--- config.mk ---
export PLATFORM = sky130hd
export DESIGN_NAME = apb2axi_lite_bridge
export DESIGN_NICKNAME = d
export VERILOG_FILES = /design/src/rtl/apb2axi_pkg.sv /design/src/rtl/apb2axi_lite_bridge.sv
export SDC_FILE = /design/constraint.sdc
export NUM_CORES = 1
export LEC_CHECK = 0
export BUFFER_PORTS_ARGS = -buffer_cell sky130_fd_sc_hd__buf_4
export CORE_UTILIZATION = 29
export CTS_BUF_LIST = sky130_fd_sc_hd__clkbuf_8
export DETAILED_ROUTE_END_ITERATION = 6
export PLACE_DENSITY_LB_ADDON = 0.25
export SLEW_MARGIN = 20
export SYNTH_ARGS = -nofsm -noshare
export SYNTH_HDL_FRONTEND = slang
export SYNTH_SLANG_ARGS = --single-unit
--- constraint.sdc ---
create_clock -name PCLK -period 4 [get_ports PCLK]
set_clock_uncertainty 0.05 [all_clocks]
set_input_delay 0 -clock PCLK [delete_from_list [all_inputs] [get_ports PCLK]]
set_output_delay 0 -clock PCLK [all_outputs]
set_load 0.005 [all_outputs]
--- src/rtl/apb2axi_pkg.sv ---
// Shared definitions for the APB4 to AXI4-Lite bridge: FSM states and
// AXI response codes.
package apb2axi_pkg;

    typedef enum logic [2:0] {
        IDLE     = 3'd0,
        W_REQ    = 3'd1,
        W_RESP   = 3'd2,
        R_REQ    = 3'd3,
        R_RESP   = 3'd4,
        COMPLETE = 3'd5
    } state_t;

    localparam logic [1:0] OKAY   = 2'b00;
    localparam logic [1:0] EXOKAY = 2'b01;
    localparam logic [1:0] SLVERR = 2'b10;
    localparam logic [1:0] DECERR = 2'b11;

    // OKAY and EXOKAY are success; SLVERR and DECERR are reported as errors.
    function automatic logic resp_is_err(input logic [1:0] resp);
        return (resp == SLVERR) || (resp == DECERR);
    endfunction

endpackage

--- src/rtl/apb2axi_lite_bridge.sv ---
// APB4 slave to AXI4-Lite master bridge. Each APB transfer is turned into
// exactly one AXI4-Lite write or read; PREADY is withheld until the AXI
// response has returned. All outputs are registered.
module apb2axi_lite_bridge
    import apb2axi_pkg::*;
#(
    parameter  int ADDR_W      = 32,
    parameter  int DATA_W      = 32,
    parameter  int ALIGN_CHECK = 1,
    localparam int STRB_W      = DATA_W / 8
) (
    input  logic              PCLK,
    input  logic              PRESETn,
    // APB slave side
    input  logic [ADDR_W-1:0] PADDR,
    input  logic [DATA_W-1:0] PWDATA,
    input  logic [STRB_W-1:0] PSTRB,
    input  logic [2:0]        PPROT,
    input  logic              PWRITE,
    input  logic              PSEL,
    input  logic              PENABLE,
    output logic [DATA_W-1:0] PRDATA,
    output logic              PREADY,
    output logic              PSLVERR,
    // AXI4-Lite write address channel
    output logic [ADDR_W-1:0] AWADDR,
    output logic [2:0]        AWPROT,
    output logic              AWVALID,
    input  logic              AWREADY,
    // AXI4-Lite write data channel
    output logic [DATA_W-1:0] WDATA,
    output logic [STRB_W-1:0] WSTRB,
    output logic              WVALID,
    input  logic              WREADY,
    // AXI4-Lite write response channel
    input  logic [1:0]        BRESP,
    input  logic              BVALID,
    output logic              BREADY,
    // AXI4-Lite read address channel
    output logic [ADDR_W-1:0] ARADDR,
    output logic [2:0]        ARPROT,
    output logic              ARVALID,
    input  logic              ARREADY,
    // AXI4-Lite read data channel
    input  logic [DATA_W-1:0] RDATA,
    input  logic [1:0]        RRESP,
    input  logic              RVALID,
    output logic              RREADY
);

    localparam int LSB_W = $clog2(STRB_W);

    state_t state_q;

    logic setup;
    logic misaligned;
    logic aw_fin;
    logic w_fin;

    // Setup phase decode, alignment test and per-channel write completion.
    // A channel counts as finished once its VALID has already dropped or
    // its handshake happens on this edge, so AW and W may finish in any order.
    always_comb begin
        setup      = PSEL && !PENABLE;
        misaligned = (ALIGN_CHECK != 0) && (PADDR[LSB_W-1:0] != '0);
        aw_fin     = !AWVALID || AWREADY;
        w_fin      = !WVALID  || WREADY;
    end

    // Transfer sequencing: owns the state and every handshake/response output.
    always_ff @(posedge PCLK or negedge PRESETn) begin
        if (!PRESETn) begin
            state_q <= IDLE;
            AWVALID <= 1'b0;
            WVALID  <= 1'b0;
            BREADY  <= 1'b0;
            ARVALID <= 1'b0;
            RREADY  <= 1'b0;
            PREADY  <= 1'b0;
            PSLVERR <= 1'b0;
        end else begin
            PREADY  <= 1'b0;
            PSLVERR <= 1'b0;
            case (state_q)
                IDLE: begin
                    if (setup) begin
                        if (misaligned) begin
                            state_q <= COMPLETE;
                            PREADY  <= 1'b1;
                            PSLVERR <= 1'b1;
                        end else if (PWRITE) begin
                            state_q <= W_REQ;
                            AWVALID <= 1'b1;
                            WVALID  <= 1'b1;
                        end else begin
                            state_q <= R_REQ;
                            ARVALID <= 1'b1;
                        end
                    end
                end
                W_REQ: begin
                    if (AWREADY) AWVALID <= 1'b0;
                    if (WREADY)  WVALID  <= 1'b0;
                    if (aw_fin && w_fin) begin
                        state_q <= W_RESP;
                        BREADY  <= 1'b1;
                    end
                end
                W_RESP: begin
                    if (BVALID) begin
                        state_q <= COMPLETE;
                        BREADY  <= 1'b0;
                        PREADY  <= 1'b1;
                        PSLVERR <= resp_is_err(BRESP);
                    end
                end
                R_REQ: begin
                    if (ARREADY) begin
                        state_q <= R_RESP;
                        ARVALID <= 1'b0;
                        RREADY  <= 1'b1;
                    end
                end
                R_RESP: begin
                    if (RVALID) begin
                        state_q <= COMPLETE;
                        RREADY  <= 1'b0;
                        PREADY  <= 1'b1;
                        PSLVERR <= resp_is_err(RRESP);
                    end
                end
                COMPLETE: begin
                    state_q <= IDLE;
                end
                default: begin
                    state_q <= IDLE;
                end
            endcase
        end
    end

    // Capture the APB request in the setup phase; held for the whole transfer.
    always_ff @(posedge PCLK or negedge PRESETn) begin
        if (!PRESETn) begin
            AWADDR <= '0;
            AWPROT <= '0;
            WDATA  <= '0;
            WSTRB  <= '0;
            ARADDR <= '0;
            ARPROT <= '0;
        end else if (state_q == IDLE && setup) begin
            AWADDR <= PADDR;
            AWPROT <= PPROT;
            WDATA  <= PWDATA;
            WSTRB  <= PSTRB;
            ARADDR <= PADDR;
            ARPROT <= PPROT;
        end
    end

    // Read data changes only on an R handshake and holds otherwise.
    always_ff @(posedge PCLK or negedge PRESETn) begin
        if (!PRESETn) begin
            PRDATA <= '0;
        end else if (state_q == R_RESP && RVALID && RREADY) begin
            PRDATA <= RDATA;
        end
    end

endmodule

* Word level (Yosys, flattened, before mapping) *
Index checks and enable logic that the tools add are counted.

cells by class
  reductions and logical operators = 24
  equality and inequality tests = 18
  mux-type cells = 34

operators with widths
  cell                                                              number
  2-bit != test (second input constant)                             10
  5-bit AND reduction                                               4
  1-bit 2-to-1 mux                                                  19
  3-bit 2-to-1 mux                                                  6
  3-bit case mux with 5 select lines                                1
  1-bit case mux with 2 select lines                                5
  2-bit nonzero test                                                5
  2-bit == test (second input constant)                             4
  3-bit by 2-bit == test with 1-bit output (second input constant)  2
  1-bit case mux with 3 select lines                                2
  3-bit AND reduction                                               2
  1-bit logical AND                                                 5
  1-bit logical OR                                                  4
  3-bit by 1-bit == test with 1-bit output (second input constant)  1
  3-bit == test (second input constant)                             1
  1-bit zero test                                                   3
  3-bit zero test                                                   1
  2-bit 2-to-1 mux                                                  1

storage, ports and cells
  input bits = 117
  bits in registers = 113
  output and inout port bits = 145

* Logic depth before layout (Yosys ltp) *
Gate-level depths: netlist of run 1.

  depth in word-level cells = 5
  mapped depth = 7
  gate-level depth less buffers = 4

* Worst setup path before layout of run 1 *
No wires, ideal clock.

  path type = reg2reg
  start point = register state_q[1]
  end point = register PRDATA[10]
  arrival time = 1302 ps
  library setup time = 125 ps
  clock period less this slack = 1477 ps
  setup slack = 2523 ps
  path buffers = 2
  stages on the path, launching flop included = 7
  path through = dfrtp_1 > buf_6 > nand2b_4 > nor2_4 > nand2_2 > buf_6 > mux2_4

on the way
  longest elaborated chain between the ends = 3

ends and longest elaborated chain
  item                             line                        text
  start, declared                  apb2axi_lite_bridge.sv:53   state_t state_q;
  start signal, assigned           apb2axi_lite_bridge.sv:73   state_q <= IDLE;
  start signal, assigned           apb2axi_lite_bridge.sv:88   state_q <= COMPLETE;
  start signal, assigned           apb2axi_lite_bridge.sv:92   state_q <= W_REQ;
  3-bit == test                    apb2axi_lite_bridge.sv:165  end else if (state_q == R_RESP && RVALID && RREADY) begin
  1-bit logical AND (2 in series)  apb2axi_lite_bridge.sv:165
  end signal, assigned             apb2axi_lite_bridge.sv:164  PRDATA <= '0;
  end signal, assigned             apb2axi_lite_bridge.sv:166  PRDATA <= RDATA;
  end, declared                    apb2axi_lite_bridge.sv:22   output logic [DATA_W-1:0] PRDATA,

Every way passes these cells.
A chain may end at the register's enable or synchronous reset.

* Final worst setup path of run 1 *
  start point = register state_q[0]
  end point = register PSLVERR

on the way
  longest elaborated chain between the ends = 2
  elaborated cells on any way between the ends = 4
  those cells by class = eq/ne (2); mux (1); reduce/logical (1)

ends and longest elaborated chain
  item                                         line                        text
  3-bit == test, or another cell as far along  apb2axi_lite_bridge.sv:84   case (state_q)
  1-bit case mux with 3 select lines *         apb2axi_lite_bridge.sv:84
  end signal, assigned                         apb2axi_lite_bridge.sv:114  PSLVERR <= resp_is_err(BRESP);
  end signal, assigned                         apb2axi_lite_bridge.sv:129  PSLVERR <= resp_is_err(RRESP);
  end, declared                                apb2axi_lite_bridge.sv:24   output logic PSLVERR,

Mark *: on every way between the ends. The rest lies on a longest branch, timed or not.

==> results of run 1 <==
-- metal layers --
metal | wire length [µm] | global-route usage (%) | vias to the layer above
li1 | - | - | 2129
met1 | 5760 | 19.5 | 2074
met2 | 7080 | 28.5 | 169
met3 | 816 | 4.94 | 23
met4 | 289 | 7.24 | 0
met5 | 0 | 0 | -
-- cells by family after synthesis --
group / count (synthesis) / share of synthesized area [%]
simple gates: 236 / 19.7
flops: 113 / 58.2
buf+inv: 62 / 8.65
mux: 34 / 10.2
compound gates: 23 / 3.32
-- layout make-up --
class / instances / area (µm²) / area share [%]
timing repair buffer: 379 / 3140 / 37.7
sequential: 113 / 2830 / 34.0
multi-input combinational: 293 / 1620 / 19.5
clock buffer: 20 / 275 / 3.31
tap: 216 / 270 / 3.25
clock inverter: 11 / 161 / 1.94
inverter: 6 / 22.5 / 0.271
-- worst max-delay path, stage by stage (launching register included) --
cell and delay, ps:
dfrtp_1 610, inv_1 250, and4_1 220, a21oi_1 100
dlygate4sd3_1 550, o21ai_0 70, dlygate4sd3_1 580
-- registers in the layout, summed over array words and instances (netlist names) --
| register | count |
|---|---|
| ARVALID | 1 |
| PRDATA | 32 |
| PSLVERR | 1 |
| AWVALID | 1 |
| WDATA | 32 |
| RREADY | 1 |
| ARPROT | 3 |
| WSTRB | 4 |
| WVALID | 1 |
| state_q | 3 |
| ARADDR | 32 |
| PREADY | 1 |
| BREADY | 1 |
-- through the flow --
step,utilization (%),power (mW),cell area (µm²),setup WS [ps],instances
finish,51.6,5.61,8310,1450,1038
global route,51.6,5.98,8310,1180,1038
CTS,51.6,5.66,8310,1180,1038
detailed placement,41.6,4.32,6700,1590,890
global placement,41.6,4.27,6700,1630,890
floorplan,-,3.18,4860,2520,468
-- power by group --
part	internal, mW	switching (mW)	total [mW]
clock	0.720	0.461	1.18
sequential	1.68	0.406	2.09
combinational	1.46	0.886	2.34
total	3.86	1.75	5.61
-- Yosys cell counts, drive strengths merged --
cell / n / area share, %
o21bai: 1 / 0.15
clkbuf: 7 / 0.54
o21ai: 9 / 0.93
o32ai: 1 / 0.33
nor3: 2 / 0.21
o22ai: 2 / 0.26
o211ai: 1 / 0.15
and4: 2 / 0.36
a21oi: 2 / 0.21
o221ai: 1 / 0.31
buf: 49 / 7.6
mux2: 34 / 10
nand3: 1 / 0.21
a311o: 1 / 0.21
a22oi: 1 / 0.15
and3: 2 / 0.26
or3: 1 / 0.13
dfrtp: 113 / 58
a2bb2oi: 1 / 0.18
a31oi: 2 / 0.26
nand2b: 3 / 0.54
inv: 6 / 0.46
o31a: 1 / 0.18
nor2: 6 / 0.77
nand2: 217 / 17
nor2b: 2 / 0.41
-- final timing paths --
path | from | endpoint | slack [ps] | cells past startpoint
worst max-delay path | state_q[0] | PSLVERR | 1450 | 6
worst min-delay path | PENABLE | state_q[0] | 60 | 5
worst max register to register | state_q[0] | PSLVERR | 1450 | 6
worst min register to register | WDATA[31] | WDATA[31] | 420 | 2
max in group asynchronous | PRESETn | WDATA[6] | 2610 | 3
min in group asynchronous | PRESETn | AWVALID | 180 | 2
-- repair_timing --
item / 4_1_cts / 5_1_grt
endpoints found under the hold margin: 181 / 0
endpoints found under the setup margin: 0 / 0
hold buffers: 117 / 0
==> out/qor.yml, run 1 <==
run_status:
  run_status: "finished, final reports clean"
timing:
  tightest_slew_ps: 1090
  setup_viol: 0
  grt_setup_unrepaired: "false"
  tns_ps: 0
  slew_headroom_pct: 27.1
  holdWs_ps: 59.6
  layout_min_cycle_time_ps: 2550
  slew_viol_final: 0
  final_hold_viol_count: 0
  fin_crit_sh_pct: 63.8
  timing.fmax_mhz: 392
floorplan:
  top_level_ports: 262
  die_h_um: 131
  die_w_um: 131
  core_um2: 16100
  die_area_um2: 17300
  initial_core_util_pct: 30.2
  num_rows: 46
drt:
  viasPerCell: 4.23
  wl_per_cell_um: 13.4
  first_pass_iters: 5
  ant_nets: 0
  wirelength_mm: 14.0
  dr_total_vias: 4395
  drc: 0
  drt_iter0_markers: 186
cells_and_area:
  n_antenna_cell: 0
  fillers: 1424
  final_common_cell: "buf_4"
  drive_gt1_share_pct: 40.8
  final_cell_mix: "buf_4 (262), nand2_1 (216), dlygate4sd3_1 (117)"
  area_growth_pct: 71.0
  layout.nets: 927
global_routing:
  grt_usage_pct: 16.7
  antenna_found_initial: 0
  grt_pass1_vias: 4526
  grt_max_degree: 71
  grt_pass1_wl_mm: 23.0
  grt-ovfl-total: 0
synth:
  synthCells: 468
  ys_ff_latch: 113
  synth_cell_types: 33
  syn_avg_cell_area_um2: 10.4
  synth-seq-area-share_pct: 58.2
  yosys_warnings: 0
  syn_nets: 585
  syn_area_um2: 4860
power_and_ir_drop:
  vdd_drop_max_mv: 0.263
  power.density_nw_per_um2: 675
  leakage_nw: 4.41
clock_tree:
  path_clk_slew_ps: 70
  clk_path_buf_depth: 2
  ctsResizeCount: 0
  post_cts.repair.setup_buffers: 0
  clock_latency_ps: 420
  clock_sinks: 113
  htree_num_levels: 4
  cts_tree: "done"
  cts_buffers: 17
  root_buffer: "clkbuf_8"
critical_path:
  crit_type: "reg2reg"
  crit_required_ps: 4260
  cp_max_fo: 14
  cp-end-kind: "flip-flop"
  critPathArrivalTime_ps: 2810
  startpoint_type: "flip-flop"
place:
  gp_congestion: 0.781
  hpwl_mm: 9.03
  port_buffers: 259
job:
  maxCapViolCount: 0
worst_hold_path:
  hold_class: "in2reg"
No activity file was read; power rests on OpenSTA's default activity.
==> run 2: changes to the inputs <==
ABC_AREA = 1   (was unset)
clock period = 2.5 ns   (was 4 ns; I/O delays follow)
==> run 2 against run 1 <==
Largest power group unchanged. Highest routed layer unchanged. Sequential power rose by 55%. Synthesized area increased by 0.13%. Via count increased by 11%. Combinational power up 52%. Critical path type unchanged. Worst setup slack worse by 930 ps. Sequential cell count did not move.
==> out/qor.yml, run 2 <==
clock_tree:
  cts_buffers: 17  # unchanged
  clock_latency_ps: 420  # about the same
  cts_tree: "done"
  root_buffer: "clkbuf_8"
  htree_num_levels: 4  # unchanged
  clock_sinks: 113  # unchanged
  clk_path_buf_depth: 2  # unchanged
  path_clk_slew_ps: 70  # about the same
  post_cts.repair.setup_buffers: 0  # unchanged
power_and_ir_drop:
  p_total_mw: 8.36  # +49%
  leakage_nw: 4.49  # +1.9%
  power.density_nw_per_um2: 1010  # +50%
  vdd_drop_max_mv: 0.430  # +64%
critical_path:
  path_cells: "inv_1 > nor4_1 > nand2_1 > dlygate4sd3_1 > nand3_1"
  critPathArrivalTime_ps: 2290  # -520 ps
  startpoint_type: "flip-flop"
  crit_path_max_incr_delay_ps: 590  # -20 ps
  cp-end-kind: "flip-flop"
  cp_max_fo: 7  # -7
  worst-r2r-setup-slack_ps: 520  # -930 ps
  crit_type: "reg2reg"
  slowest_stage: "dlygate4sd3_1"
  crit_required_ps: 2810  # -1450 ps
synth:
  synth_cell_types: 23  # -30%
  ys.flop_type: "dfrtp_1"
  synth_area_leaders: "dfrtp_1 (58%), nand2_1 (24%), buf_4 (6.6%)"
  yosys_warnings: 0  # unchanged
  synth_edf_count: 0  # unchanged
  syn_avg_cell_area_um2: 8.57  # -17%
  synth-seq-area-share_pct: 58.1  # -0.075 points
  synthCells: 568  # +21%
  netlist.top_cell.by_area: "dfrtp_1"
  ys_ff_latch: 113  # unchanged
  syn_nets: 685  # +17%
  synth_top_area_share_pct: 58.1  # -0.075 points
  syn_area_um2: 4870  # +0.13%
  async_reset_ff_share_pct: 100  # unchanged
  synth_commonest_cells: "nand2_1 (306), dfrtp_1 (113), buf_4 (43)"
  synth_most_common_cell: "nand2_1"
cells_and_area:
  n_antenna_cell: 0  # unchanged
  final_util_pct: 50.1  # -1.5 points
  design_area_um2: 8240  # -0.86%
  layout.nets: 1023  # +10%
  final_common_cell: "nand2_1"
  top_regs: "ARADDR: 32 flops, PRDATA: 32 flops, WDATA: 32 flops"
  fillers: 1547  # +8.6%
  final_cell_count_no_fill: 1139  # +9.7%
  final_cell_mix: "nand2_1 (306), buf_4 (262), dlygate4sd3_1 (115)"
  area_growth_pct: 69.3
  drive_gt1_share_pct: 33.0  # -7.8 points
place:
  port_buffers: 259  # unchanged
  dp.cells: 992  # +11%
  place_area_um2: 6730  # +0.34%
  dp_slack_ps: 503  # -1090 ps
  hpwl_mm: 9.10  # +0.77%
  gp_congestion: 0.777  # -0.58%
run_status:
  run_status: "finished, final reports clean"
floorplan:
  die_area_um2: 17300  # +0.12%
  top_level_ports: 262  # unchanged
  core_um2: 16500  # +2.2%
  num_rows: 47  # +2.2%
  initial_core_util_pct: 29.6  # -0.60 points
  die_w_um: 132  # about the same
  die_h_um: 132  # about the same
timing:
  layout_min_cycle_time_ps: 1980  # -570 ps
  slew_headroom_pct: 48.0  # +21 points
  tightest_slew_ps: 780  # -309 ps
  final_hold_viol_count: 0  # unchanged
  holdWs_ps: 163  # +103 ps
  grt_setup_unrepaired: "false"
  slew_viol_final: 0  # unchanged
  layout_setup_ws_ps: 520  # -930 ps
  tns_ps: 0  # unchanged
  fin_crit_sh_pct: 79.2  # +15 points
  timing.fmax_mhz: 505  # +29%
  setup_viol: 0  # unchanged
global_routing:
  grt_max_degree: 114  # +61%
  grt-ovfl-total: 0  # unchanged
  grt_pass1_wl_mm: 23.8  # +3.5%
  grt_pass1_vias: 4750  # +4.9%
  grt_usage_pct: 17.2  # +0.42 points
  antenna_found_initial: 0  # unchanged
drt:
  ant_nets: 0  # unchanged
  drc: 0  # unchanged
  wirelength_mm: 14.6  # +4.5%
  viasPerCell: 4.28  # +1.2%
  first_pass_iters: 4  # -1
  drt_iter0_markers: 283  # +52%
  wl_per_cell_um: 12.8  # -4.8%
  dr_total_vias: 4879  # +11%
worst_hold_path:
  hold_class: "in2async"
job:
  maxCapViolCount: 0  # unchanged
run 2: metal layers:
layer	share of wire, %	global-route usage [%]
met1	44	21.7
met5	0	0
met4	1.1	5.94
met2	47	28.1
met3	7.0	4.78
run 2: worst paths after layout:
kind | start | end | cells past startpoint
min in group PCLK | PENABLE | AWVALID | 7
worst min register to register | WDATA[19] | WDATA[19] | 2
worst min-delay path | PRESETn | WDATA[20] | 3
max in group asynchronous | PRESETn | ARADDR[13] | 3
worst max-delay path | state_q[1] | PSLVERR | 5
worst max register to register | state_q[1] | PSLVERR | 5
run 2: cell families after synthesis:
group | synth area share [%]
buf+inv | 10.4
compound gates | 4.50
flops | 58.1
simple gates | 27.1
run 2: where the power goes:
part           total [mW]  switching (mW)  internal [mW]
clock                1.59           0.786          0.803
sequential           3.23           0.569           2.66
combinational        3.55            1.60           1.95
total                8.36            2.95           5.41
run 2: final cells by class:
cell class / instances / area, µm² / share of cell area (%)
repair buffers: 379 / 3160 / 38.3
clock inverters: 14 / 119 / 1.44
flip-flops and latches: 113 / 2830 / 34.3
inverters: 21 / 78.8 / 0.956
well taps: 220 / 275 / 3.34
multi-input cells: 374 / 1540 / 18.6
clock buffers: 18 / 248 / 3.01
run 2: critical path, delay by kind of cell (launching register included):
family | cells | cell delay [ps]
simple gates | 3 | 660
buf+inv | 2 | 690
flops | 1 | 530
run 2: timing repair:
action | in CTS | in global routing
endpoints found under the hold margin | 225 | 0
gates resized for setup | 0 | 0
hold buffers | 115 | 0
==> run 3: changes to the inputs <==
ABC_AREA = 0   (was 1)
clock period = 1.9 ns   (was 2.5 ns; I/O delays follow)
==> run 3 against run 2 <==
Sequential cell count unchanged. Final cell count down 7.8%. Fmax increased by 9.0%. Global-route usage hardly changed. Combinational power up 45%. Cell area is 2.2% higher. Die area is 0.12% lower. Critical path depth rose by 1. Sequential share of layout area is 0.75 points lower. Power is 43% higher.
==> out/qor.yml, run 3 (synthesis gave the netlist of run 1 again) <==
critical_path:
  cp_max_fo: 7  # unchanged
  crit_type: "reg2reg"
  timing.rr.start: "state_q[2]"
  crit_required_ps: 2160  # -650 ps
  worst-r2r-setup-slack_ps: 80  # -440 ps
  startpoint_type: "flip-flop"
  critPathArrivalTime_ps: 2080  # -210 ps
  cp-end-kind: "flip-flop"
  r2r_cells: 6  # +1
  rr_endpoint: "AWVALID"
floorplan:
  die_area_um2: 17300  # -0.12%
  top_level_ports: 262  # unchanged
  die_h_um: 131  # about the same
  initial_core_util_pct: 30.2  # +0.60 points
  die_w_um: 131  # about the same
  num_rows: 46  # -2.1%
  core_um2: 16100  # -2.1%
run_status:
  run_status: "finished, final reports clean"
clock_tree:
  cts_tree: "done"
  clock_latency_ps: 430  # about the same
  root_buffer: "clkbuf_8"
  clk_path_buf_depth: 2  # unchanged
  clock_sinks: 113  # unchanged
  htree_num_levels: 4  # unchanged
  path_clk_slew_ps: 70  # about the same
  cts_buffers: 17  # unchanged
drt:
  drc: 0  # unchanged
  drt_iter0_markers: 130  # -54%
  viasPerCell: 4.22  # -1.4%
  wirelength_mm: 14.4  # -0.93%
  wl_per_cell_um: 13.8  # +7.5%
  dr_total_vias: 4436  # -9.1%
  first_pass_iters: 5  # +1
  ant_nets: 0  # unchanged
place:
  gp_congestion: 0.805  # +3.7%
  hpwl_mm: 9.36  # +2.9%
  port_buffers: 259  # unchanged
  place_area_um2: 6820  # +1.5%
power_and_ir_drop:
  vdd_drop_max_mv: 0.655  # +52%
  power.density_nw_per_um2: 1420  # +39%
  leakage_nw: 4.47  # -0.33%
timing:
  final_hold_viol_count: 0  # unchanged
  tightest_slew_ps: 610  # -170 ps
  layout_min_cycle_time_ps: 1820  # -163 ps
  holdWs_ps: 74.8  # -88.3 ps
  slew_headroom_pct: 59.3  # +11 points
  grt_setup_unrepaired: "false"
  timing.fmax_mhz: 550  # +9.0%
  setup_viol: 0  # unchanged
  slew_viol_final: 0  # unchanged
  fin_crit_sh_pct: 95.7  # +16 points
  tns_ps: 0  # unchanged
worst_hold_path:
  hold_class: "in2reg"
  holdPathStages: 5
  holdPathEnd: "state_q[0]"
  worstHoldStart: "PENABLE"
global_routing:
  grt_pass1_vias: 4742  # -0.17%
  grt_usage_pct: 17.2  # +0.037 points
  grt_pass1_wl_mm: 23.6  # -1.1%
  grt-ovfl-total: 0  # unchanged
  antenna_found_initial: 0  # unchanged
  grt_max_degree: 114  # unchanged
cells_and_area:
  area_growth_pct: 73.3
  final_cell_mix: "buf_4 (273), nand2_1 (216), dlygate4sd3_1 (115)"
  layout.nets: 939  # -8.2%
  top_regs: "ARADDR: 32 flops, PRDATA: 32 flops, WDATA: 32 flops"
  design_area_um2: 8430  # +2.2%
  n_antenna_cell: 0  # unchanged
  fillers: 1423  # -8.0%
  drive_gt1_share_pct: 41.8  # +8.9 points
  final_common_cell: "buf_4"
job:
  maxCapViolCount: 0  # unchanged
[run 3: cell count changes in the layout (fill, tap and decap cells not counted), sizes merged, moves of 6 or more]
cell / before / now
nor2: 12 / 6
nand3: 8 / 1
o21ai: 39 / 9
mux2: 0 / 34
inv: 22 / 7
nand2: 307 / 217
buf: 264 / 276
[run 3: cell type report]
cell class	instances	area (µm²)	share of cell area (%)
clock buffers	19	262	3.10
clock inverters	12	166	1.97
inverters	6	26.3	0.312
multi-input cells	293	1620	19.2
flip-flops and latches	113	2830	33.6
well taps	216	270	3.21
repair buffers	391	3260	38.7
[run 3: worst max-delay path, stage by stage (launching register included)]
cell and delay (ps):
dfrtp_1 410, buf_4 200, nor2_4 60, and4_1 190, o21ai_0 170, nand2_1 70, dlygate4sd3_1 550
[run 3: report_power, final]
group	internal [mW]	switching, mW	total, mW
clock network	1.48	0.976	2.45
registers	3.54	0.786	4.33
logic	3.17	1.98	5.15
total	8.19	3.74	11.9
[run 3: how the worst max path moves through the flow]
stage,start,to,slack [ps],cells past startpoint
global placement,state_q[2],WDATA[0],270,6
global route,state_q[2],AWVALID,4,6
finish,state_q[2],AWVALID,80,6
floorplan,state_q[1],PRDATA[10],420,6
detailed placement,state_q[2],WDATA[12],240,6
CTS,state_q[2],AWVALID,50,6
[run 3: what timing repair did]
action / CTS / global route
setup buffers: 0 / 3
hold buffers: 115 / 0
hold endpoints to repair: 225 / 0
endpoints found under the setup margin: 0 / 3
resized for setup: 0 / 1
[run 3: through the flow]
| stage | power, mW | setup slack, ps | std cells | utilization [%] |
|---|---|---|---|---|
| CTS | 12.0 | 51.3 | 1047 | 52.1 |
| global placement | 9.10 | 271 | 901 | 42.3 |
| detailed placement | 9.21 | 238 | 901 | 42.3 |
| global route | 12.7 | 3.63 | 1050 | 52.3 |
| floorplan | 6.70 | 423 | 468 | - |
| finish | 11.9 | 82.6 | 1050 | 52.3 |
[run 3: layer usage]
| layer | track usage, % | share of wire, % | wire length, µm |
|---|---|---|---|
| met1 | 19.2 | 40 | 5800 |
| met2 | 30.3 | 52 | 7540 |
| met3 | 5.25 | 5.5 | 800 |
| met4 | 7.04 | 2.1 | 306 |
| met5 | 0 | 0 | 0 |
